$ cat src/rtl/btn_autorepeat.sv
// Press-and-hold auto-repeat: one tick on press, one after the hold delay, then one per repeat interval.
// Define AUTOREPEAT_ACCEL_EN to halve the repeat interval after ACCEL_AFTER repeat ticks of a press.
//
// state  | meaning
// IDLE   | waiting for press
// HOLD   | press tick issued, timing hold delay
// REPEAT | timing repeat interval
module btn_autorepeat #(
   parameter int HOLD_CYCLES   = 50_000_000,
   parameter int REPEAT_CYCLES = 10_000_000,
   parameter int ACCEL_AFTER   = 8
) (
   input  logic       clk,
   input  logic       reset,
   input  logic       level,
   input  logic       enable,
   output logic       tick,
   output logic [7:0] rpt_cnt
);

   localparam int MAX_CYCLES = (HOLD_CYCLES > REPEAT_CYCLES) ? HOLD_CYCLES : REPEAT_CYCLES;
   localparam int TW         = $clog2(MAX_CYCLES);

   typedef enum logic [1:0] {IDLE, HOLD, REPEAT} state_t;

   state_t        state, state_nxt;
   logic [TW-1:0] timer, timer_nxt;
   logic          tick_nxt;
   logic [7:0]    rpt_cnt_nxt;
   logic [7:0]    rpt_cnt_inc;
   logic [TW-1:0] hold_last;
   logic [TW-1:0] rep_last;

   assign hold_last   = TW'(HOLD_CYCLES - 1);
   assign rpt_cnt_inc = (rpt_cnt == 8'hFF) ? rpt_cnt : rpt_cnt + 8'd1;

`ifdef AUTOREPEAT_ACCEL_EN
   localparam int FAST_CYCLES = ((REPEAT_CYCLES >> 1) < 2) ? 2 : (REPEAT_CYCLES >> 1);
   localparam int AW          = $clog2(ACCEL_AFTER + 1);

   logic [AW-1:0] acc_cnt;
   logic          rep_event;

   assign rep_last = (acc_cnt == AW'(ACCEL_AFTER)) ? TW'(FAST_CYCLES - 1) : TW'(REPEAT_CYCLES - 1);

   // Counts repeat ticks of the current press; cleared whenever the press ends.
   always_ff @(posedge clk) begin
      if (reset || state_nxt == IDLE) begin
         acc_cnt <= '0;
      end else if (rep_event && acc_cnt != AW'(ACCEL_AFTER)) begin
         acc_cnt <= acc_cnt + AW'(1);
      end
   end
`else
   assign rep_last = TW'(REPEAT_CYCLES - 1);
`endif

   always_ff @(posedge clk) begin
      if (reset) begin
         state   <= IDLE;
         timer   <= '0;
         tick    <= 1'b0;
         rpt_cnt <= 8'd0;
      end else begin
         state   <= state_nxt;
         timer   <= timer_nxt;
         tick    <= tick_nxt;
         rpt_cnt <= rpt_cnt_nxt;
      end
   end

   always_comb begin
      state_nxt   = state;
      timer_nxt   = timer;
      tick_nxt    = 1'b0;
      rpt_cnt_nxt = rpt_cnt;
`ifdef AUTOREPEAT_ACCEL_EN
      rep_event   = 1'b0;
`endif
      if (!enable) begin
         state_nxt = IDLE;
         timer_nxt = '0;
      end else begin
         case (state)
            IDLE: begin
               timer_nxt = '0;
               if (level) begin
                  state_nxt   = HOLD;
                  tick_nxt    = 1'b1;
                  rpt_cnt_nxt = 8'd1;
               end
            end
            HOLD: begin
               if (!level) begin
                  state_nxt = IDLE;
                  timer_nxt = '0;
               end else if (timer == hold_last) begin
                  state_nxt   = REPEAT;
                  timer_nxt   = '0;
                  tick_nxt    = 1'b1;
                  rpt_cnt_nxt = rpt_cnt_inc;
`ifdef AUTOREPEAT_ACCEL_EN
                  rep_event   = 1'b1;
`endif
               end else begin
                  timer_nxt = timer + TW'(1);
               end
            end
            REPEAT: begin
               if (!level) begin
                  state_nxt = IDLE;
                  timer_nxt = '0;
               end else if (timer == rep_last) begin
                  timer_nxt   = '0;
                  tick_nxt    = 1'b1;
                  rpt_cnt_nxt = rpt_cnt_inc;
`ifdef AUTOREPEAT_ACCEL_EN
                  rep_event   = 1'b1;
`endif
               end else begin
                  timer_nxt = timer + TW'(1);
               end
            end
            default: begin
               state_nxt = IDLE;
               timer_nxt = '0;
            end
         endcase
      end
   end

endmodule

$ cat config.mk
export PLATFORM = sky130hd
export DESIGN_NAME = btn_autorepeat
export DESIGN_NICKNAME = d
export VERILOG_FILES = /design/src/rtl/btn_autorepeat.sv
export SDC_FILE = /design/constraint.sdc
export NUM_CORES = 1
export LEC_CHECK = 0
export CAP_MARGIN = 25
export CORE_MARGIN = 3
export CORE_UTILIZATION = 50
export CTS_CLUSTER_SIZE = 16
export DETAILED_ROUTE_END_ITERATION = 10
export PLACE_DENSITY = 0.69
export SLEW_MARGIN = 0
export SYNTH_ARGS = -nofsm -noshare
export SYNTH_HDL_FRONTEND = slang
export SYNTH_SLANG_ARGS = --single-unit
export TNS_END_PERCENT = 30
$ cat constraint.sdc
create_clock -name clk -period 4.1 [get_ports clk]
set_clock_uncertainty 0.05 [all_clocks]
set_input_delay 0.82 -clock clk [delete_from_list [all_inputs] [get_ports clk]]
set_output_delay 0.82 -clock clk [all_outputs]
set_load 0.1 [all_outputs]
# Yosys cells after proc, flatten, opt, wreduce, memory -nomap -nowiden
# Index checks and enable logic that the tools add are counted.
# word_totals
regBits,37
inputBits,4
output_inout_bits,9
# op_classes
n_addsub,2
eq_ne,12
muxes,23
n_bitwise,1
n_reduce_logical,5
# ops
cell,count
two-way mux 26 bit,4
one-hot mux 26 bit (2 select lines),1
two-way mux 8 bit,6
adder 26 x 1 -> 26 bit (second input constant),1
== test 26 x 24 -> 1 bit (second input constant),1
== test 26 bit (second input constant),1
one-hot mux 8 bit (3 select lines),1
inequality test 2 bit (second input constant),6
adder 8 x 1 -> 8 bit (second input constant),1
== test 8 bit (second input constant),1
two-way mux 2 bit,4
AND reduction 7 bit,1
one-hot mux 2 bit (3 select lines),1
two-way mux 1 bit,5
inequality test 3 bit (second input constant),1
one-hot mux 1 bit (3 select lines),1
AND reduction 3 bit,1
nonzero test 3 bit,1
== test 2 x 1 -> 1 bit (second input constant),1
== test 2 bit (second input constant),1
zero test 2 bit,1
OR reduction 2 bit,1
NOT 1 bit,1

# Longest topological paths before layout
# Gate-level depths: netlist (run 1).
# logic_depth
word_depth,5
mapped_depth,8
ltp_nobuf,7

# Worst setup path after synthesis (run 1)
# OpenSTA, ideal clock, no wires.
# synth_path
path_type,flip-flop to flip-flop
startpoint,register rpt_cnt[0]
endpoint,register rpt_cnt[4]
setup_ns,0.118
arrival_time_ns,2.321
path_slack_ns,1.612
path_stages_with_launch,8
path_buffers,1
synth_period_minus_slack_ns,2.488
cell_sequence,dfxtp_1 -> ha_1 -> nand3_1 -> nor3_1 -> nor4b_2 -> and4_1 -> buf_4 -> a32o_1
# synth_between
elab_chain_cells,5
word_cells_on_any_way,8
cone_classes,1 x add/sub; 1 x eq/ne; 6 x mux
# synth_lines
item,line_no,rtl
"start, declared",18,output logic [7:0] rpt_cnt
"start signal, assigned",68,rpt_cnt <= rpt_cnt_nxt;
adder 8 x 1 -> 8 bit / == test 8 bit (equally long branches),35,assign rpt_cnt_inc = (rpt_cnt == 8'hFF) ? rpt_cnt : rpt_cnt + 8'd1;
two-way mux 8 bit (*),35,
"two-way mux 8 bit, on equally long branches","113, 97",
"two-way mux 8 bit, on equally long branches","110, 94",
one-hot mux 8 bit (3 select lines) (*),84,case (state)
# Mark *: on every way between the ends. The rest lies on a longest branch, timed or not. The select of a mux whose other input is x is not followed.
# A chain may end at the register's enable or synchronous reset.

# Worst setup path in the final report (run 1)
# layout_path
startpoint,register rpt_cnt[4]
endpoint,output rpt_cnt[4]
# No word-level cell between the ends.

==> results of run 1 <==
[worst register-to-register path, delay by kind of cell (launching register included)]
family / cells / cell delay, ps
flops: 1 / 370
fa+ha+maj: 1 / 230
compound gates: 2 / 1200
simple gates: 3 / 670
[final timing paths]
check	start	endpoint	cells past startpoint
hold reg to reg	timer[0]$_SDFF_PP0_	timer[0]$_SDFF_PP0_	1
setup reg to reg	timer[0]$_SDFF_PP0_	timer[19]$_SDFF_PP0_	6
setup / recovery	rpt_cnt[4]$_SDFFE_PP0P_	rpt_cnt[4]	1
hold / removal	timer[0]$_SDFF_PP0_	timer[0]$_SDFF_PP0_	1
[per-layer routing]
metal  up-vias  wire [microns]
met5         -               0
met4         0              72
met3         8             153
met2        37            1850
met1       752            1750
li1        819               -
[cell families (layout without fill, tap and decap cells)]
group                      after synthesis  after routing  synth area share
and+or+nand+nor                        115            115             0.321
DFF                                     37             37             0.385
muxes                                    2              2            0.0104
xor gates and xnor gates                22             22             0.100
buffers and inverters                   14             26            0.0410
adders and majority gates                6              6            0.0390
AOI/OAI and AO/OA                       25             25             0.104
[state kept, by name (all words and copies together) (netlist names)]
signal and flops:
timer 26, state 2, rpt_cnt 8, tick 1
[cell usage after synthesis (2+ instances only)]
master	instances
a211oi_1	2
a21oi_1	4
a32o_1	6
and3_1	6
and4_1	3
buf_4	5
dfxtp_1	37
ha_1	6
inv_1	7
mux2i_1	2
nand2_1	17
nand3_1	15
nand4_1	8
nor2_1	34
nor3_1	11
nor3b_1	3
nor4_1	4
nor4b_1	2
o2111ai_1	3
o21ai_0	4
or3_1	3
xnor2_1	13
xor2_1	9
[per-stage QoR]
stage | worst slack (ps) | util | area (sq um) | total power, mW | cells
after floorplan | 1610 | - | 1920 | 0.399 | 221
after global placement | 1300 | 0.582 | 2050 | 0.408 | 272
after detailed placement | 1240 | 0.582 | 2050 | 0.409 | 272
after CTS | 1350 | 0.607 | 2140 | 0.660 | 279
after global routing | 1110 | 0.607 | 2140 | 0.677 | 279
final | 1340 | 0.607 | 2140 | 0.652 | 279
[layout make-up]
type	instances	area, sq um
inverter	7	26.3
fill	315	1390
multi-input combinational	170	1100
sequential	37	741
timing repair buffer	12	120
tap	46	57.6
clock buffer	7	86.3
[power groups by stage]
stage                     clock [mW]  combinational (mW)  sequential [mW]
after floorplan                    0              0.0194            0.380
after global placement             0              0.0365            0.371
after detailed placement           0              0.0375            0.371
after CTS                      0.259              0.0377            0.363
after global routing           0.272              0.0412            0.363
final                          0.251              0.0377            0.363
==> flow_summary.ini, run 1 <==
[status]
outcome = finished, final reports clean

[cts]
cts_made_buffers = 5
clockRootBuffer = clkbuf_8
cts_resized = 0
cts_hold_buf = 0
clkTransAtPathRegs_ps = 70
clk_latency_ps = 280
cts_tree = built
post-cts-setup-buffers = 0
h-tree-depth = 2
cts_max_path_buffers = 2
cts.sinks = 37

[power]
ir_worst_vdd_mv = 0.182
power_frac_comb = 0.058
switching_share = 0.222
p_per_area_nw_per_um2 = 305
leakage_nw = 0.660
seqPwrFrac = 0.557
clkPwrFrac = 0.385
p_int_uw = 507
p_switching_uw = 145

[sta]
fin_crit_ps = 2760
period_share = 0.674
final_max_slew_viol_count = 0
tightest_slew_ps = 976
slew_headroom = 0.348
clock.fmax_ghz = 0.362
rsz0062_at_grt = false
setup_tns_ps = 0
setup_viol = 0
hold_viol = 0
holdWs_ps = 415

[route]
routed_wl_mm = 3.83
drt_pass1_iterations = 4
num_vias = 1616
wl_per_cell_microns = 13.7
via_per_inst = 5.79
antenna_left = 0
drtIter0Drc = 183
drc_errors = 0

[worst_setup_path]
reg2reg_slack_ps = 1420
crit_chain = clkdlybuf4s50_1
cp_max_fo = 6
worst-path-buf-inv = 1
critPathMaxStageDelay_ps = 1170
worstPathRequired_ps = 3230
end_kind = output pin
critPathLaunchType = register
critPathKind = register to output pin
cp.arrival_ps = 1890
crit_family = buffers and inverters
crit_path_top_delay_cell = clkdlybuf4s50_1

[grt]
use_met1 = 0.229
grt_busiest_layer = met2
grt_pass1_wl_mm = 6.71
met3_usage = 0.0345
antenna_found_initial = 0
grt_max_degree = 27
grt_pass1_vias = 1554
grtUsageTotal = 0.191
grt_overflow_total = 0
grt_util_met2 = 0.330

[floorplan]
die-area_sq_um = 4630
die_w_microns = 68.0
die_height_microns = 68.0
core-area_sq_um = 3520
start_util = 0.547
io_pins = 13
fp-row-count = 21

[yosys]
synth.area.top_cells = dfxtp_1 38%, nor2_1 6.6%, xnor2_1 5.9%
synth_seq_area_share = 0.385
synth_ff_type = dfxtp_1
syn_inst = 221
ys_ff_latch = 37
syn_area_sq_um = 1920
synthesis.nets = 231
synth_top_area_share = 0.385
yosysUniqueCellTypes = 40
synth_top_area_cell = dfxtp_1
synth_warnings = 0
synth_enable_flop_cells = 0
syn_area_per_cell_sq_um = 8.71
async_reset_ff_frac = 0

[run]
cap_violations = 0

[final_layout]
area_growth_pct = 11.0
nets = 243
insertedDiodeCount = 0
layout-drive-gt1-share = 0.0558
layout_common_cells = 37 x dfxtp_1, 34 x nor2_1, 17 x nand2_1, 15 x nand3_1, 13 x xnor2_1
layout_commonest_cell = dfxtp_1

[placement]
gp_congestion = 0.839
portBuffers = 12
post-dp-hpwl_mm = 2.80

[min_path]
hp-class = register to register
No activity file was read; power rests on OpenSTA's default activity.
==> run 2, diff against run 1 <==
Clock period 4.1 ns to 2.7 ns, I/O delays scaled along.
==> run 2 against run 1 <==
Hold slack about the same. Sequential power grew 52%. Register-to-register slack lost 1100 ps. Global-route usage is 0.25 points lower. Setup slack lost 1000 ps. Total power rose by 53%. Flip-flop and latch count is the same. First-iteration DRC count down 28%. Critical path depth rose by 5. Cell count increased by 1.4%. Clock power grew 53%. Largest power group unchanged.
==> flow_summary.ini, run 2 (same netlist as run 1, synthesis figures left out) <==
[status]
outcome = finished, final reports clean

[route]
via_per_inst = 5.77
routed_wl_mm = 3.87
wl_per_cell_microns = 13.7
num_vias = 1633
drc_errors = 0
drtIter0Drc = 132
drt_pass1_iterations = 4
antenna_left = 0

[cts]
clockRootBuffer = clkbuf_8
cts.sinks = 37
clkTransAtPathRegs_ps = 80
cts_max_path_buffers = 2
clk_latency_ps = 290
cts_hold_buf = 0
cts_made_buffers = 5
h-tree-depth = 2
post-cts-setup-buffers = 0
cts_tree = built
cts_resized = 0

[grt]
grt_overflow_total = 0
grt_max_degree = 27
antenna_found_initial = 0
grt_pass1_wl_mm = 6.67
grtUsageTotal = 0.188
grt_pass1_vias = 1522

[sta]
slew_headroom = 0.621
final_max_slew_viol_count = 0
clock.fmax_ghz = 0.422
period_share = 0.877
hold_viol = 0
setup_viol = 0
rsz0062_at_grt = false
fin_crit_ps = 2370
tightest_slew_ps = 563
holdWs_ps = 415
setup_tns_ps = 0

[power]
leakage_nw = 0.696
ir_worst_vdd_mv = 0.369
p_per_area_nw_per_um2 = 465

[final_layout]
layout_common_cells = 37 x dfxtp_1, 34 x nor2_1, 17 x nand2_1, 15 x nand3_1, 13 x xnor2_1
regMostFlops = timer
nets = 246
largest_reg_flops = 26
n_fill_cell = 318
layout-drive-gt1-share = 0.114
insertedDiodeCount = 0
layout_commonest_cell = dfxtp_1
ff_latch_area_sq_um = 741
fin_area_sq_um = 2140
multi_input_area_sq_um = 1100
largestRegisters = timer: 26 flops, rpt_cnt: 8 flops, state: 2 flops
area_growth_pct = 11.2

[worst_setup_path]
cp.arrival_ps = 2490
worst-path-buf-inv = 0
cp_max_fo = 12
end_kind = register
critPathKind = register to register
crit_path_top_delay_cell = o21ai_2
worst_path_most_repeated_cell = and4_1
crit_family = simple AND/OR/NAND/NOR gates
critPathMaxStageDelay_ps = 470
critPathLaunchType = register
worstPathRequired_ps = 2820
crit_chain = ha_1, and4_1, nand4_1, o21ai_2, and4_1, a211oi_1

[floorplan]
core-area_sq_um = 3520
fp-row-count = 21
die_height_microns = 68.0
start_util = 0.547
io_pins = 13
die-area_sq_um = 4630
die_w_microns = 68.0

[placement]
portBuffers = 12
dpl_cell_area_sq_um = 2050
gp_congestion = 0.861
post-dp-hpwl_mm = 2.86

[run]
cap_violations = 0

[min_path]
hp-class = register to register
==> run 2: cell count changes in the layout (fill, tap and decap cells not counted) <==
cell,previous run,this run
clkinv_4,0,2
clkdlybuf4s50_1,12,3
clkbuf_1,1,0
clkinv_2,0,1
clkbuf_8,6,5
buf_4,0,12
==> run 2: metrics by stage <==
stage	cells	power [mW]	setup WS [ps]	utilization
floorplan	221	0.606	212	-
global placement	275	0.622	421	0.582
detailed placement	275	0.623	369	0.582
CTS	283	1.01	364	0.608
global route	283	1.03	143	0.608
finish	283	0.995	332	0.608
==> run 2: path summary, 6_finish.rpt <==
path,slack [ps],cells after the start,start,to
min reg2reg,410,1,timer[0]$_SDFF_PP0_,timer[0]$_SDFF_PP0_
max reg2reg,330,6,timer[0]$_SDFF_PP0_,rpt_cnt[0]$_SDFFE_PP0P_
min,410,1,timer[0]$_SDFF_PP0_,timer[0]$_SDFF_PP0_
max,330,6,timer[0]$_SDFF_PP0_,rpt_cnt[0]$_SDFFE_PP0P_
==> run 2: report_power, final <==
part           switching [mW]  internal [mW]
registers             0.00294          0.548
clock network           0.202          0.183
logic                  0.0386         0.0211
total                   0.243          0.752
==> run 2: layout make-up <==
cell class	count	share of cell area
multi-input cells	170	0.516
flip-flops and latches	37	0.346
repair buffers	15	0.0561
clock buffers	5	0.0321
well taps	46	0.0269
inverters	7	0.0123
clock inverters	3	0.0105
==> run 2: metal layers <==
| metal | vias up | share of wire | wire (microns) | GRT usage |
|---|---|---|---|---|
| met5 | - | 0 | 0 | 0 |
| met4 | 0 | 0.011 | 43 | 0.0670 |
| met2 | 29 | 0.50 | 1940 | 0.329 |
| li1 | 829 | - | - | - |
| met1 | 770 | 0.45 | 1740 | 0.227 |
| met3 | 5 | 0.038 | 146 | 0.0394 |
